$ cat config.mk
export PLATFORM = sky130hd
export DESIGN_NAME = count_spi_reader
export DESIGN_NICKNAME = d
export VERILOG_FILES = /design/src/rtl/count_spi_reader.sv
export SDC_FILE = /design/constraint.sdc
export NUM_CORES = 1
export LEC_CHECK = 0
export CAP_MARGIN = 20
export CORE_AREA = 3 3 91 93
export CTS_CLUSTER_DIAMETER = 30
export CTS_CLUSTER_SIZE = 10
export DETAILED_ROUTE_END_ITERATION = 10
export DIE_AREA = 0 0 94 96
export PLACE_DENSITY_LB_ADDON = 0.08
export SLEW_MARGIN = 10
export SYNTH_ARGS = -nofsm -noshare
export SYNTH_HDL_FRONTEND = slang
export SYNTH_SLANG_ARGS = --single-unit
$ cat constraint.sdc
create_clock -name clk_12mhz -period 2.1 [get_ports clk_12mhz]
set_input_delay 0.63 -clock clk_12mhz [delete_from_list [all_inputs] [get_ports clk_12mhz]]
set_output_delay 0.63 -clock clk_12mhz [all_outputs]
set_load 0.01 [all_outputs]
$ cat src/rtl/count_spi_reader.sv
// count_spi_reader: SPI mode-0 slave that returns one count word popped from
// an external FIFO (READ_COUNT, 8'h01) or a status byte (READ_STATUS, 8'h02).
// SPI pins are asynchronous to clk_12mhz and are sampled through 3-flop
// synchronizers; all SPI edge handling runs on the synchronized copies.
//
// FIFO handshake: fifo_rd_en is a one-cycle pop strobe raised only while
// fifo_empty=0; the popped word is valid on fifo_data in the following cycle
// and is captured at the end of that cycle (state LOAD).
module count_spi_reader #(
  parameter int CNT_W       = 24,
  parameter int SCK_MIN_DIV = 8
) (
  input  logic             clk_12mhz,
  input  logic             reset,
  input  logic             spi_sck,
  input  logic             spi_cs_n,
  input  logic             spi_mosi,
  output logic             spi_miso,
  input  logic [CNT_W-1:0] fifo_data,
  input  logic             fifo_empty,
  input  logic             fifo_full,
  input  logic [3:0]       fifo_level,
  output logic             fifo_rd_en,
  output logic             busy,
  output logic             underrun
);

  // Load completes 3 cycles after the 8th SCK rise is seen, and each SCK
  // half period needs at least 3 samples for reliable edge detection.
  generate
    if (SCK_MIN_DIV < 6 || CNT_W < 8) begin : g_bad_param
      $error("count_spi_reader: SCK_MIN_DIV must be >= 6 and CNT_W >= 8");
    end
  endgenerate

  localparam int BW = $clog2(CNT_W + 1);

  localparam logic [2:0] S_IDLE  = 3'd0;
  localparam logic [2:0] S_CMD   = 3'd1;
  localparam logic [2:0] S_FETCH = 3'd2;
  localparam logic [2:0] S_LOAD  = 3'd3;
  localparam logic [2:0] S_SHIFT = 3'd4;
  localparam logic [2:0] S_DRAIN = 3'd5;

  localparam logic [7:0] CMD_READ_COUNT  = 8'h01;
  localparam logic [7:0] CMD_READ_STATUS = 8'h02;

  localparam logic [BW-1:0] LAST_CMD_BIT  = BW'(7);
  localparam logic [BW-1:0] LAST_STAT_BIT = BW'(7);
  localparam logic [BW-1:0] LAST_CNT_BIT  = BW'(CNT_W - 1);

  logic [2:0]       r_sck_sync;
  logic [2:0]       r_cs_sync;
  logic [2:0]       r_mosi_sync;
  logic [1:0]       r_fill;
  logic             r_armed;
  logic [2:0]       r_state;
  logic [7:0]       r_cmd;
  logic [BW-1:0]    r_bit_cnt;
  logic [CNT_W-1:0] r_shift;
  logic             r_underrun;
  logic             r_is_status;
  logic             r_use_fifo;
  logic             r_skip_fall;

  logic             w_cs_low;
  logic             w_cs_fall;
  logic             w_cs_rise;
  logic             w_sck_rise;
  logic             w_sck_fall;
  logic [7:0]       w_cmd_next;
  logic [7:0]       w_status;
  logic [BW-1:0]    w_last_data_bit;

  assign w_cs_low        = ~r_cs_sync[1];
  assign w_cs_fall       = (r_cs_sync[2:1] == 2'b10);
  assign w_cs_rise       = (r_cs_sync[2:1] == 2'b01);
  // SCK edges only count while chip select is low.
  assign w_sck_rise      = (r_sck_sync[2:1] == 2'b01) & w_cs_low;
  assign w_sck_fall      = (r_sck_sync[2:1] == 2'b10) & w_cs_low;
  // MOSI stage 2 was sampled together with the SCK-low sample before the rise.
  assign w_cmd_next      = {r_cmd[6:0], r_mosi_sync[2]};
  assign w_status        = {r_underrun, fifo_full, fifo_empty, 1'b0, fifo_level};
  assign w_last_data_bit = r_is_status ? LAST_STAT_BIT : LAST_CNT_BIT;

  assign spi_miso   = (r_state == S_SHIFT) ? r_shift[CNT_W-1] : 1'b0;
  assign busy       = (r_state != S_IDLE);
  assign underrun   = r_underrun;
  // Gated by reset so a reset landing on FETCH never pops.
  assign fifo_rd_en = reset & (r_state == S_FETCH) & ~fifo_empty;

  // Three-stage synchronizers for the asynchronous SPI pins.
  always_ff @(posedge clk_12mhz) begin
    if (!reset) begin
      r_sck_sync  <= 3'b000;
      r_cs_sync   <= 3'b111;
      r_mosi_sync <= 3'b000;
    end else begin
      r_sck_sync  <= {r_sck_sync[1:0], spi_sck};
      r_cs_sync   <= {r_cs_sync[1:0], spi_cs_n};
      r_mosi_sync <= {r_mosi_sync[1:0], spi_mosi};
    end
  end

  // Arm frame start only after a genuine high CS level has been synchronized,
  // so a CS held low across reset release cannot look like a falling edge.
  always_ff @(posedge clk_12mhz) begin
    if (!reset) begin
      r_fill  <= 2'b00;
      r_armed <= 1'b0;
    end else begin
      r_fill <= {r_fill[0], 1'b1};
      if (r_fill[1] && r_cs_sync[1]) begin
        r_armed <= 1'b1;
      end
    end
  end

  // Frame FSM: command capture, FIFO fetch, load and MSB-first shift-out.
  always_ff @(posedge clk_12mhz) begin
    if (!reset) begin
      r_state     <= S_IDLE;
      r_cmd       <= 8'h00;
      r_bit_cnt   <= '0;
      r_shift     <= '0;
      r_underrun  <= 1'b0;
      r_is_status <= 1'b0;
      r_use_fifo  <= 1'b0;
      r_skip_fall <= 1'b0;
    end else begin
      // The fall that ends the 8th command bit must not shift out data.
      if (w_sck_fall) begin
        r_skip_fall <= 1'b0;
      end
      if (w_cs_rise) begin
        r_state   <= S_IDLE;
        r_bit_cnt <= '0;
      end else begin
        case (r_state)
          S_IDLE: begin
            if (w_cs_fall && r_armed) begin
              r_state     <= S_CMD;
              r_cmd       <= 8'h00;
              r_bit_cnt   <= '0;
              r_skip_fall <= 1'b0;
            end
          end
          S_CMD: begin
            if (w_sck_rise) begin
              r_cmd <= w_cmd_next;
              if (r_bit_cnt == LAST_CMD_BIT) begin
                r_bit_cnt   <= '0;
                r_skip_fall <= 1'b1;
                case (w_cmd_next)
                  CMD_READ_COUNT: begin
                    r_is_status <= 1'b0;
                    r_state     <= S_FETCH;
                  end
                  CMD_READ_STATUS: begin
                    r_is_status <= 1'b1;
                    r_state     <= S_LOAD;
                  end
                  default: r_state <= S_DRAIN;
                endcase
              end else begin
                r_bit_cnt <= r_bit_cnt + 1'b1;
              end
            end
          end
          S_FETCH: begin
            if (!fifo_empty) begin
              r_use_fifo <= 1'b1;
            end else begin
              r_use_fifo <= 1'b0;
              r_underrun <= 1'b1;
            end
            r_state <= S_LOAD;
          end
          S_LOAD: begin
            if (r_is_status) begin
              r_shift    <= CNT_W'(w_status) << (CNT_W - 8);
              r_underrun <= 1'b0;
            end else if (r_use_fifo) begin
              r_shift <= fifo_data;
            end else begin
              r_shift <= '1;
            end
            r_state <= S_SHIFT;
          end
          S_SHIFT: begin
            if (w_sck_fall && !r_skip_fall) begin
              r_shift <= {r_shift[CNT_W-2:0], 1'b0};
              if (r_bit_cnt == w_last_data_bit) begin
                r_bit_cnt <= '0;
                r_state   <= S_DRAIN;
              end else begin
                r_bit_cnt <= r_bit_cnt + 1'b1;
              end
            end
          end
          S_DRAIN: begin
            r_state <= S_DRAIN;
          end
          default: r_state <= S_IDLE;
        endcase
      end
    end
  end

endmodule

==> results of run 1 <==
what timing repair did:
action,CTS,global route
setup endpoints to repair,3,1
gates resized for setup,17,1
pin swaps,0,1
buffers inserted,0,0
state kept, by name, indices dropped and copies added (netlist names):
register	cells
r_use_fifo	1
r_sck_sync	3
r_cs_sync	3
underrun	1
r_mosi_sync	3
r_armed	1
r_cmd	7
r_shift	24
r_is_status	1
r_bit_cnt	5
r_fill	2
r_state	3
r_skip_fall	1
routing by layer:
metal  routed length [um]  part of all wire
met1                 3130              0.51
met2                 2560              0.41
met3                  364             0.059
met4                  113             0.018
met5                    0                 0
kinds of logic after synthesis:
logic type | after synthesis | share of synthesized area
simple gates | 126 | 0.263
compound gates | 99 | 0.251
flops | 55 | 0.425
buf+inv | 29 | 0.0463
xor+xnor | 2 | 0.00676
mux | 1 | 0.00386
fa+ha+maj | 1 | 0.00483
area by class of cell:
type,instances,area [um2]
Clock buffer,5,68.8
Clock inverter,3,22.5
Fill cell,785,4350
Inverter,7,27.5
Multi-Input combinational cell,229,1390
Sequential cell,55,1100
Tap cell,102,128
Timing Repair Buffer,55,514
worst paths after layout:
check / end / slack (ns) / cells after the start
max: busy / 0.09 / 5
min: r_cs_sync[1]$_SDFF_PN1_ / 0.44 / 1
max reg2reg: r_bit_cnt[4]$_SDFFE_PP0P_ / 0.17 / 5
min reg2reg: r_cs_sync[1]$_SDFF_PN1_ / 0.44 / 1
power breakdown:
part	switching (mW)	internal [mW]	total, mW
Clock	0.355	0.240	0.595
Combinational	0.121	0.113	0.234
Sequential	0.0119	1.06	1.07
cell usage in the layout (no fill, tap or decap), types with 5 or more instances in the layout:
| cell | instances |
|---|---|
| a211oi_1 | 17 |
| a21oi_1 | 17 |
| a311oi_1 | 8 |
| and2_1 | 9 |
| buf_4 | 16 |
| clkbuf_8 | 5 |
| clkdlybuf4s50_1 | 33 |
| dfxtp_1 | 52 |
| nand2_1 | 27 |
| nand3_1 | 11 |
| nor2_1 | 30 |
| nor2b_1 | 16 |
| o21ai_0 | 33 |
| o221ai_1 | 7 |
metrics by stage:
step / power (mW) / hold slack [ns] / std cells / area, um2
after global routing: 1.98 / 0.456 / 456 / 3260
after floorplan: 1.21 / 0.386 / 313 / 2590
after detailed placement: 1.32 / 0.419 / 448 / 3150
after CTS: 1.93 / 0.445 / 456 / 3260
final: 1.90 / 0.439 / 456 / 3260
after global placement: 1.32 / 0.399 / 448 / 3150
==> summary.txt, run 1 <==
Global routing
  – Largest net degree at the start of global routing: 49
  – Global-route wire length before repair: roughly 10 mm
  – All-Layer GR Usage: 0.143
  – M1 GR Usage: 0.203
  – Met3 usage: 0.0344
  – GRT busiest layer: met2
  – GRT overflow: 0
  – Initial antenna violation count: 0
  – Vias in the first global route: 2076
  – GR Util met2: 0.213

Drt
  – DRC violation total after the first TritonRoute iteration: 83
  – Vias: 2328
  – Wirelength per Cell: 13.5 um
  – WL final: 6.18 mm
  – Detail Route Antenna Nets: 0
  – Via density: 5.11
  – DRT Pass-1 Iters: 4
  – Residual DRC: 0

Clock tree
  – Hold_buf cts: 0
  – CTS root buffer: clkbuf_8
  – Clock Path Buffers: 2
  – CTS Buf Count: 5
  – H-tree depth: 2
  – Sink Count: 55
  – Worst skew pair latency: 0.31 ns
  – CTS tree: built
  – Clock slew at reported path FFs: about 0.10 ns

Place
  – RePlAce Congestion: 0.779
  – I/O Buffers: 38
  – DP HPWL: about 4.3 mm
  – Worst slack, placed: -0.637 ns

Worst hold path
  – Worst Hold Launch: r_cs_sync[0]$_SDFF_PN1_
  – Worst hold path type: flop to flop

Floorplanning
  – Row cnt: 32
  – Die ar.: 9020 um2
  – Core area: around 7600 um2
  – DIE WIDTH: 94 um
  – IO Pins: 39
  – Vert. Die Dim: 96 um
  – Initial core utilization: 0.341

Pwr
  – Peak VDD IR: 0.232 mV
  – Total power density per cell area: 582 nW/um2
  – Leak pwr: 1.13 nW

Logic synthesis
  – Synthesized area per cell: 8.28 um2
  – Post-synth ARST share: 0
  – Sequential area share after synthesis: 0.425
  – Top cells by area, synth: dfxtp_1, o21ai_0, a211oi_1
  – Post-synth top flop: dfxtp_1
  – Syn Nets: 349
  – Cell Area, Synth: around 2600 um2
  – Flop and latch count out of synthesis: 55
  – Synth Instances: 313
  – Dominant cell type by area after synthesis: dfxtp_1
  – Yosys top cell area share: 0.425
  – Unique cell type count in the Yosys netlist: just under 50
  – Most numerous cell in the Yosys netlist: dfxtp_1
  – Syn. warnings: 0
  – Post-synth top cells: dfxtp_1, o21ai_0, nor2_1
  – Number of synthesized flops with an enable pin: 0

STA
  – Final WS setup: 0.0924 ns
  – Count of final setup violators: 0
  – Period utilisation layout: 0.956
  – Fin Setup TNS: 0 ns
  – Max Slew Vio Count: 0
  – Max-Slew Margin vs Limit: 0.743
  – RSZ-0062 raised after global routing: no
  – Minimum clock period: 2.01 ns
  – Clock Skew: 0.00875 ns
  – Max frequency: roughly 500 MHz
  – Final hold vios: 0
  – Slew @ Worst Pin: a little under 0.4 ns

Worst setup path
  – CP top delay family: buffers and inverters
  – Largest stage delay on the critical path: between 0.3 and 0.4 ns
  – Critical path class: flop to output pin
  – Ordered cell list for the critical path: nor2_2, inv_2, nor2_2, inv_2, dlygate4sd2_1
  – Top fanout value on the critical path: 6
  – Worst path bufs/invs: 3
  – Crit start category: flop
  – Setup crit end kind: output pin
  – Crit path from: r_state[0]$_SDFFE_PP0P_
  – Crit-path slowest cell: dfxtp_2
  – Critical Path RT: 1.47 ns
  – Crit path arrival time: 1.38 ns
  – Worst r2r src: r_sck_sync[1]$_SDFF_PN0_

Job
  – Max cap viols: 0

Final layout
  – Ant. Diodes: 0
  – Post-layout nets: 389
  – Layout cells sized above 1: 0.127
  – Synth-to-layout area growth: 25.7%
  – Fin util: 0.428

Outcome
  – Status: completed
Power figures use the tool's default switching activity.
==> inputs of run 2 (changes only) <==
==> constraint.sdc (replaced) <==
create_clock -name clk_12mhz -period 2.1 [get_ports clk_12mhz]
set_input_delay 0.63 -clock clk_12mhz [delete_from_list [all_inputs] [get_ports clk_12mhz]]
set_output_delay 0.63 -clock clk_12mhz [all_outputs]
set_load 0.05 [all_outputs]
==> run 2 against run 1 <==
  * Sequential share of layout area down 0.28 points
  * First-iteration DRC count down 3.6%
  * Largest cell class unchanged
  * Non-clock buffer count down 1
  * Flip-flop and latch count unchanged
  * Utilization up 0.21 points
  * Highest routed layer unchanged
==> summary.txt, run 2 (synthesized netlist as in run 1, its figures left out) <==
Floorplanning
  – Row cnt: 32 (unchanged)
  – Initial core utilization: 0.341 (unchanged)
  – DIE WIDTH: 94 um (unchanged)
  – Die ar.: 9020 um2 (unchanged)
  – Core area: 7610 um2 (unchanged)
  – IO Pins: 39 (unchanged)
  – Vert. Die Dim: 96 um (unchanged)

STA
  – Clock Skew: 0.00799 ns (-0.000753 ns)
  – Final hold vios: 0 (unchanged)
  – Period utilisation layout: 0.960 (+0.00396)
  – Slew @ Worst Pin: 0.409 ns (+0.0250 ns)
  – Fin Setup TNS: 0 ns (unchanged)
  – Minimum clock period: 2.02 ns (+0.00832 ns)
  – Count of final setup violators: 0 (unchanged)
  – Max Slew Vio Count: 0 (unchanged)
  – RSZ-0062 raised after global routing: yes
  – Max-Slew Margin vs Limit: 0.727 (-0.0167)
  – Max frequency: 496 MHz (-0.41%)

Global routing
  – M1 GR Usage: 0.196 (-0.00729)
  – Initial antenna violation count: 0 (unchanged)
  – GR Util met2: 0.224 (+0.0112)
  – All-Layer GR Usage: 0.143 (-0.000896)
  – GRT busiest layer: met2
  – Global-route wire length before repair: 10.2 mm (-0.93%)
  – GRT overflow: 0 (unchanged)
  – Met3 usage: 0.0313 (-0.00313)
  – Largest net degree at the start of global routing: 49 (unchanged)
  – Vias in the first global route: 2066 (-0.48%)

Clock tree
  – Worst skew pair latency: 0.31 ns (about the same)
  – H-tree depth: 2 (unchanged)
  – CTS tree: built
  – Setup Fix Bufs, Post-CTS: 0 (unchanged)
  – Sink Count: 55 (unchanged)
  – CTS Buf Count: 5 (unchanged)
  – Hold_buf cts: 0 (unchanged)
  – CTS root buffer: clkbuf_8
  – Clock slew at reported path FFs: 0.11 ns (about the same)
  – Clock Path Buffers: 2 (unchanged)

Final layout
  – Post-layout nets: 388 (-0.26%)
  – Largest register by flop count: r_shift
  – Max reg flops: 24 (unchanged)
  – Regs by FF count: r_shift x24, r_cmd x7, r_bit_cnt x5
  – Fin util: 0.431 (+0.00214)
  – Ant. Diodes: 0 (unchanged)
  – Layout cells sized above 1: 0.119 (-0.00814)
  – Synth-to-layout area growth: 26.4%
  – Commonest non-fill, non-tap cells in the layout: dfxtp_1, o21ai_0, clkdlybuf4s50_1
  – Most common cell after layout, fill and taps aside: dfxtp_1
  – Finished Cell Area: 3280 um2 (+0.50%)

Worst setup path
  – Top fanout value on the critical path: 2 (-4)
  – Setup crit end kind: output pin
  – Critical Path RT: 1.47 ns (about the same)
  – Crit path arrival time: 1.39 ns (about the same)
  – Critical path class: input port to output pin
  – Crit start category: input port

Pwr
  – Peak VDD IR: 0.346 mV (+49%)
  – Switching Fraction: 0.268 (+0.0109)
  – Comb power frac: 0.132 (+0.009)
  – Total power density per cell area: 591 nW/um2 (+1.5%)
  – Clk pwr share: 0.317 (+0.004)
  – NetSw: 519 uW (+6.3%)
  – Internal cell power: 1.42 mW (+0.50%)
  – Seq pwr share: 0.550 (-0.013)
  – Leak pwr: 1.11 nW (-1.7%)

Drt
  – WL final: 6.19 mm (+0.31%)
  – DRT Pass-1 Iters: 4 (unchanged)
  – Residual DRC: 0 (unchanged)
  – Detail Route Antenna Nets: 0 (unchanged)
  – Via density: 5.12 (+0.26%)
  – Wirelength per Cell: 13.6 um (+0.53%)
  – Vias: 2329 (+0.043%)
  – DRC violation total after the first TritonRoute iteration: 80 (-3.6%)

Worst hold path
  – Worst hold path type: flop to flop

Place
  – Placed Instance Area: 3180 um2 (+1.1%)
  – I/O Buffers: 38 (unchanged)
  – DP HPWL: 4.31 mm (+0.91%)
  – RePlAce Congestion: 0.803 (+3.0%)

Outcome
  – Status: completed

Job
  – Max cap viols: 0 (unchanged)
==> run 2: critical path, stage by stage <==
cell           delay, ns
dlygate4sd2_1       0.27
nor4_4              0.30
buf_12              0.18
==> run 2: what timing repair did <==
action                                  in CTS  in global routing
resized for setup                            3                  1
endpoints found under the setup margin       1                  2
pin swaps                                    1                  0
==> run 2: final timing paths <==
check,cells past startpoint,to,slack (ns),start
worst max-delay path,3,fifo_rd_en,0.08,fifo_empty
worst min-delay path,1,r_cs_sync[1]$_SDFF_PN1_,0.42,r_cs_sync[0]$_SDFF_PN1_
worst min register to register,1,r_cs_sync[1]$_SDFF_PN1_,0.42,r_cs_sync[0]$_SDFF_PN1_
worst max register to register,5,r_bit_cnt[4]$_SDFFE_PP0P_,0.16,r_sck_sync[1]$_SDFF_PN0_
==> run 2: routing by layer <==
metal	share of wire	vias to the layer above
li1	-	1210
met1	0.51	1054
met2	0.43	59
met3	0.051	6
met4	0.013	0
met5	0	-
==> run 2: area by class of cell <==
| class | instances | area [um2] |
|---|---|---|
| well taps | 102 | 128 |
| multi-input cells | 229 | 1390 |
| inverters | 7 | 27.5 |
| clock inverters | 3 | 23.8 |
| fillers | 792 | 4330 |
| clock buffers | 5 | 68.8 |
| repair buffers | 54 | 538 |
| flip-flops and latches | 55 | 1100 |
==> run 2: power groups by stage <==
stage	sequential, mW	clock [mW]	combinational, mW
finish	1.07	0.614	0.256
global route	1.07	0.670	0.281
CTS	1.07	0.635	0.256
detailed placement	1.09	0	0.256
global placement	1.09	0	0.258
floorplan	1.09	0	0.128
==> run 2: per-stage QoR <==
step                      setup WS (ns)  cells  total power [mW]  hold WS [ns]
after floorplan                  0.0407    313              1.22         0.386
after global placement           -0.294    447              1.35         0.413
after detailed placement         -0.292    447              1.35         0.409
after CTS                        0.0655    455              1.96         0.435
after global routing            -0.0106    455              2.02         0.451
final                            0.0841    455              1.94         0.424
==> inputs of run 3 (changes only) <==
--- a/config.mk
+++ b/config.mk
@@ -5,6 +5,7 @@
 export SDC_FILE = /design/constraint.sdc
 export NUM_CORES = 1
 export LEC_CHECK = 0
+export ABC_CLOCK_PERIOD_IN_PS = 2100
 export CAP_MARGIN = 20
 export CORE_AREA = 3 3 91 93
 export CTS_CLUSTER_DIAMETER = 30
==> results of run 3 <==
Same layout as run 2: the final DEF is identical, and so are final timing and power.
